--- config.mk ---
export PLATFORM = sky130hd
export DESIGN_NAME = shield_write_line_sched
export DESIGN_NICKNAME = d
export VERILOG_FILES = /design/src/rtl/shield_write_line_sched.sv
export SDC_FILE = /design/constraint.sdc
export NUM_CORES = 1
export LEC_CHECK = 0
export CAP_MARGIN = 0
export CORE_UTILIZATION = 30
export CTS_CLUSTER_DIAMETER = 200
export DETAILED_ROUTE_END_ITERATION = 6
export MAX_ROUTING_LAYER = met4
export SYNTH_ARGS = -nofsm -noshare
export SYNTH_HDL_FRONTEND = slang
export SYNTH_SLANG_ARGS = --single-unit
--- constraint.sdc ---
create_clock -name clk -period 7.1 [get_ports clk]
set_input_delay 1.065 -clock clk [delete_from_list [all_inputs] [get_ports clk]]
set_output_delay 1.065 -clock clk [all_outputs]
set_load 0.03 [all_outputs]
--- src/rtl/shield_write_line_sched.sv ---
// Write-path scheduler: splits one AXI AW burst into per-cache-line jobs for the write slave
// and returns the B response once every issued line has been committed downstream.
module shield_write_line_sched #(
    parameter int CL_ID_WIDTH         = 6,
    parameter int CL_ADDR_WIDTH       = 64,
    parameter int CL_DATA_WIDTH       = 64,
    parameter int OFFSET_WIDTH        = 6,
    parameter int BURSTS_PER_LINE     = 8,
    parameter int BURSTS_PER_LINE_LOG = 3,
    parameter int MAX_OUTSTANDING     = 4
) (
    input  logic                     clk,
    input  logic                     rst_n,
    input  logic [CL_ID_WIDTH-1:0]   s_axi_awid,
    input  logic [CL_ADDR_WIDTH-1:0] s_axi_awaddr,
    input  logic [7:0]               s_axi_awlen,
    input  logic                     s_axi_awvalid,
    output logic                     s_axi_awready,
    output logic [CL_ID_WIDTH-1:0]   s_axi_bid,
    output logic [1:0]               s_axi_bresp,
    output logic                     s_axi_bvalid,
    input  logic                     s_axi_bready,
    output logic [7:0]               burst_count,
    output logic [OFFSET_WIDTH-1:0]  burst_start_offset,
    output logic [CL_ADDR_WIDTH-1:0] line_addr,
    output logic                     req_val,
    input  logic                     req_rdy,
    input  logic                     line_done,
    output logic                     busy
);

    localparam int BEAT_LOG = $clog2(CL_DATA_WIDTH / 8);
    localparam int OUT_W    = $clog2(MAX_OUTSTANDING + 1);
    localparam logic [OUT_W-1:0]         MAX_OUT    = OUT_W'(MAX_OUTSTANDING);
    localparam logic [8:0]               BPL        = 9'(BURSTS_PER_LINE);
    localparam logic [CL_ADDR_WIDTH-1:0] LINE_BYTES = CL_ADDR_WIDTH'(1) << OFFSET_WIDTH;
    localparam logic [CL_ADDR_WIDTH-1:0] BEAT_MASK  = (CL_ADDR_WIDTH'(1) << BEAT_LOG) - CL_ADDR_WIDTH'(1);

    typedef enum logic [1:0] {
        IDLE,
        ISSUE,
        DRAIN,
        RESP
    } state_t;

    state_t                   r_state;
    logic [CL_ID_WIDTH-1:0]   r_id;
    logic [CL_ADDR_WIDTH-1:0] r_addr;
    logic [8:0]               r_beatsRem;
    logic [OUT_W-1:0]         r_outstanding;
    logic                     r_awready;
    logic                     r_bvalid;
    logic                     r_reqVal;

    logic [BURSTS_PER_LINE_LOG-1:0] w_startIdx;
    logic [8:0]                     w_avail;
    logic [8:0]                     w_count;
    logic [8:0]                     w_beatsNext;
    logic [CL_ADDR_WIDTH-1:0]       w_lineAddr;
    logic [CL_ADDR_WIDTH-1:0]       w_nextLine;
    logic [CL_ADDR_WIDTH-1:0]       w_awAddr;
    logic                           w_awAccept;
    logic                           w_issue;
    logic                           w_retire;
    logic [OUT_W-1:0]               w_outNext;

    assign w_startIdx  = r_addr[OFFSET_WIDTH-1 -: BURSTS_PER_LINE_LOG];
    assign w_avail     = BPL - 9'(w_startIdx);
    assign w_count     = (r_beatsRem < w_avail) ? r_beatsRem : w_avail;
    assign w_beatsNext = r_beatsRem - w_count;
    assign w_lineAddr  = {r_addr[CL_ADDR_WIDTH-1:OFFSET_WIDTH], {OFFSET_WIDTH{1'b0}}};
    assign w_nextLine  = w_lineAddr + LINE_BYTES;
    assign w_awAddr    = s_axi_awaddr & ~BEAT_MASK;
    assign w_awAccept  = s_axi_awvalid & r_awready;
    assign w_issue     = r_reqVal & req_rdy;
    // A commit pulse with nothing outstanding is stale and must not underflow the counter.
    assign w_retire    = line_done & (r_outstanding != '0);

    always_comb begin
        w_outNext = r_outstanding;
        if (w_issue && !w_retire) begin
            w_outNext = r_outstanding + OUT_W'(1);
        end else if (!w_issue && w_retire) begin
            w_outNext = r_outstanding - OUT_W'(1);
        end
    end

    always_ff @(posedge clk) begin
        if (!rst_n) begin
            r_state       <= IDLE;
            r_id          <= '0;
            r_addr        <= '0;
            r_beatsRem    <= '0;
            r_outstanding <= '0;
            r_awready     <= 1'b1;
            r_bvalid      <= 1'b0;
            r_reqVal      <= 1'b0;
        end else begin
            r_outstanding <= w_outNext;
            case (r_state)
                IDLE: begin
                    if (w_awAccept) begin
                        r_id       <= s_axi_awid;
                        r_addr     <= w_awAddr;
                        r_beatsRem <= {1'b0, s_axi_awlen} + 9'd1;
                        r_awready  <= 1'b0;
                        r_reqVal   <= (w_outNext < MAX_OUT);
                        r_state    <= ISSUE;
                    end
                end
                ISSUE: begin
                    // req_val is recomputed from the next occupancy so it only rises when a slot frees.
                    if (w_issue) begin
                        r_beatsRem <= w_beatsNext;
                        r_addr     <= w_nextLine;
                        if (w_beatsNext == 9'd0) begin
                            r_reqVal <= 1'b0;
                            r_state  <= DRAIN;
                        end else begin
                            r_reqVal <= (w_outNext < MAX_OUT);
                        end
                    end else begin
                        r_reqVal <= (w_outNext < MAX_OUT);
                    end
                end
                DRAIN: begin
                    if (r_outstanding == '0) begin
                        r_bvalid <= 1'b1;
                        r_state  <= RESP;
                    end
                end
                RESP: begin
                    if (s_axi_bready) begin
                        r_bvalid  <= 1'b0;
                        r_awready <= 1'b1;
                        r_state   <= IDLE;
                    end
                end
                default: begin
                    r_state <= IDLE;
                end
            endcase
        end
    end

    assign s_axi_awready      = r_awready;
    assign s_axi_bvalid       = r_bvalid;
    assign s_axi_bid          = r_id;
    assign s_axi_bresp        = 2'b00;
    assign req_val            = r_reqVal;
    assign burst_count        = w_count[7:0];
    assign burst_start_offset = r_addr[OFFSET_WIDTH-1:0];
    assign line_addr          = w_lineAddr;
    assign busy               = (r_state != IDLE);

endmodule

==> results.yml <==
run_status:
  status: "finished clean"
setup_path:
  r2r-end: "r_state[0]"
  rr_startpoint: "r_addr[3]"
  cp-endpoint: "burst_count[1]"
  cp_max_fo: 7
  ff2ff_path_depth: 17
  cp-end-kind: "primary output"
  start_kind: "register"
  startpoint: "r_addr[3]"
  regToRegSetupSlack_ns: 2.93
  arrival_ns: 3.45
  required_ns: 6.03
  setup.worst_path.class: "register to primary output"
layout:
  diodes: 0
  area_delta_synth_final_pct: 34.10
  stdcell_count: 1151
  drive_gt1_frac: 0.05612
  final_nets: 991
  finalInstanceArea_um2: 7760
routing:
  num_vias: 6072
  via_per_inst: 5.275
  drt_iter0_drc: 424
  routedWlPerCell_um: 16.22
  wl_um: 18670
  postRouteAntennaNets: 0
  drc_errors: 0
  dr.pass1.iters: 5
place:
  gp_congestion: 0.8282
  dp_hpwl_um: 12970
  place_inst: 1135
  portBuffers: 155
  placed_cell_area_um2: 7470
global_routing:
  grtUsageTotal: 0.1964
  grt_max_degree: 90
  grt_pass1_vias: 5678
  antenna_found_initial: 0
  grt_overflow_total: 0
  grt_pass1_wl_um: 30120
clocking:
  clock_latency_ns: 0.35
  cts_buffers: 9
  cts_root_buf: "clkbuf_16"
  cts_setup_buffers: 0
  cts_hold_buf: 0
  cts.path.max_buffers: 2
  cts_tree: "done"
  clock_sinks: 84
  cts_resized: 0
  path_clk_slew_ns: 0.06
  htree_levels: 3
power:
  clkPwrFrac: 0.137
  power.leakage_nw: 2.894
  combPwrFrac: 0.616
  cellPowerDensity_nw_per_um2: 441.7
  pwr-share-seq: 0.246
  p_sw_frac: 0.4930
  net-switching-power_w: 0.001690
  vdd_ir_drop_max_mv: 0.2346
  internal_power_w: 0.001738
timing:
  fin_crit_ns: 4.519
  finalSetupTns_ns: 0
  max-slew-margin-rel: 0.3115
  rsz0062_at_grt: "false"
  finalMaxSlewViolations: 0
  finalCritPeriodShare: 0.6365
  clock_skew_ns: 0.003807
  setup_violations: 0
  worstMarginPinSlew_ns: 1.033
  hold_violations: 0
  fmax_mhz: 221.3
  worst_hold_slack_ns: 0.4568
die:
  die_w_um: 140.9
  initial_core_util: 0.3073
  num_rows: 50
  die-area_um2: 19850
  fp.dieH_um: 140.9
  ios: 174
  core_um2: 18830
yosys:
  synth_area_per_cell_um2: 7.574
  synth_enable_flop_cells: 0
  ys.flop_type: "dfxtp_1"
  synth_cells: 764
  async_flop_share: 0
  synth_most_common_cell: "dfxtp_1"
  synth_top_area_cell: "dfxtp_1"
  netlist_top_cells_area: "dfxtp_1, a21oi_1, nand2_1"
  ys_seq_elements: 84
  ys_seq_area_frac: 0.2906
  yosysWarnings: 0
  syn-cell-area_um2: 5787
  yosysUniqueCellTypes: 70
  ys_top_cells_by_count: "dfxtp_1, nand2_1, a21oi_1"
  netlist.area_leader.share: 0.2906
run:
  max_cap_viol_count: 0
hold_path:
  hp-class: "register to register"
==> registers in the layout, indices dropped and copies added, names as in the netlist <==
signal         cells
s_axi_bvalid       1
r_state            2
r_addr            61
r_beatsRem         9
s_axi_bid          6
req_val            1
r_outstanding      3
s_axi_awready      1
==> area by class of cell <==
class | instances | area, µm²
sequential | 84 | 1682
clock inverter | 3 | 20.02
tap | 260 | 325.3
fill | 2001 | 11070
timing repair buffer | 161 | 1597
inverter | 24 | 90.09
clock buffer | 13 | 270.3
multi-input combinational | 606 | 3776
==> metal layers <==
metal | global-route usage | share of wire | up-vias
met1 | 0.2607 | 0.48 | 2847
li1 | - | - | 3024
met2 | 0.3045 | 0.45 | 178
met3 | 0.02853 | 0.052 | 23
met5 | - | 0 | -
met4 | 0.06636 | 0.018 | 0
==> critical path, stage by stage, from the launching register on <==
cell and delay [ns]:
dfxtp_1 0.39, inv_1 0.08, ha_1 0.31, inv_1 0.06
ha_1 0.26, a21boi_0 0.12, o21a_1 0.18, o21ai_0 0.14
and3_1 0.41, mux2i_1 0.41, clkdlybuf4s50_1 0.74
==> power groups by stage <==
| stage | Combinational [W] | Clock (W) | Sequential (W) |
|---|---|---|---|
| floorplan | 0.00121 | 0 | 0.00106 |
| global placement | 0.00210 | 0 | 0.000850 |
| detailed placement | 0.00212 | 0 | 0.000852 |
| CTS | 0.00213 | 0.000483 | 0.000844 |
| global route | 0.00233 | 0.000501 | 0.000879 |
| finish | 0.00211 | 0.000470 | 0.000845 |
==> worst min path at each step <==
stage                    end  depth (start not counted)  slack (ns)           from
2_1_floorplan  r_beatsRem[0]                          2        0.43  r_beatsRem[0]
3_3_place_gp   r_beatsRem[0]                          2        0.44  r_beatsRem[0]
3_5_place_dp   r_beatsRem[0]                          2        0.45  r_beatsRem[0]
4_1_cts        r_beatsRem[0]                          2        0.46  r_beatsRem[0]
5_1_grt        r_beatsRem[0]                          2        0.50  r_beatsRem[0]
6_report       r_beatsRem[0]                          2        0.46  r_beatsRem[0]
==> layout by cell type, fill, tap and decap left out, drive strengths merged, types with 3 or more instances in the layout <==
| cell type | Yosys | routed |
|---|---|---|
| nor2 | 62 | 62 |
| nand2 | 82 | 82 |
| and2 | 14 | 14 |
| conb | 1 | 15 |
| or3 | 7 | 7 |
| dfxtp | 84 | 84 |
| o221a | 6 | 6 |
| a41oi | 3 | 3 |
| and4 | 12 | 12 |
| o22ai | 10 | 10 |
| nand3 | 23 | 23 |
| a311oi | 9 | 9 |
| a21boi | 3 | 3 |
| xnor2 | 6 | 6 |
| nand4 | 16 | 16 |
| a21o | 5 | 5 |
| nor2b | 12 | 12 |
| o21a | 7 | 7 |
| o21ai | 59 | 59 |
| clkdlybuf4s50 | 0 | 155 |
| clkbuf | 35 | 13 |
| xor2 | 4 | 4 |
| a21oi | 70 | 70 |
| nor4 | 17 | 17 |
| a22oi | 3 | 3 |
| and3 | 27 | 27 |
| mux2 | 3 | 3 |
| nand2b | 4 | 4 |
| a31oi | 12 | 12 |
| mux2i | 20 | 20 |
| a211oi | 18 | 18 |
| buf | 29 | 6 |
| nor3 | 22 | 22 |
| ha | 20 | 20 |
| inv | 24 | 23 |
| nor3b | 3 | 3 |
==> per-stage QoR <==
| stage | total power [W] | setup slack [ns] | util |
|---|---|---|---|
| after floorplan | 0.002270 | 2.685 | - |
| after global placement | 0.002951 | 2.996 | 0.3967 |
| after detailed placement | 0.002968 | 2.923 | 0.3967 |
| after CTS | 0.003452 | 2.535 | 0.4121 |
| after global routing | 0.003712 | 2.342 | 0.4121 |
| final | 0.003427 | 2.581 | 0.4121 |
==> cells by family (layout without fill, tap and decap cells) <==
logic type / count (synthesis) / after routing / synth area share
and+or+nand+nor: 310 / 310 / 0.2917
buffers and inverters: 88 / 201 / 0.06962
AOI/OAI and AO/OA: 227 / 227 / 0.2452
other: 1 / 15 / 0.0006480
muxes: 23 / 23 / 0.04043
adders and majority gates: 21 / 21 / 0.04670
DFF: 84 / 84 / 0.2906
xor gates and xnor gates: 10 / 10 / 0.01513
Note: power is estimated with default switching activity, not from simulation.
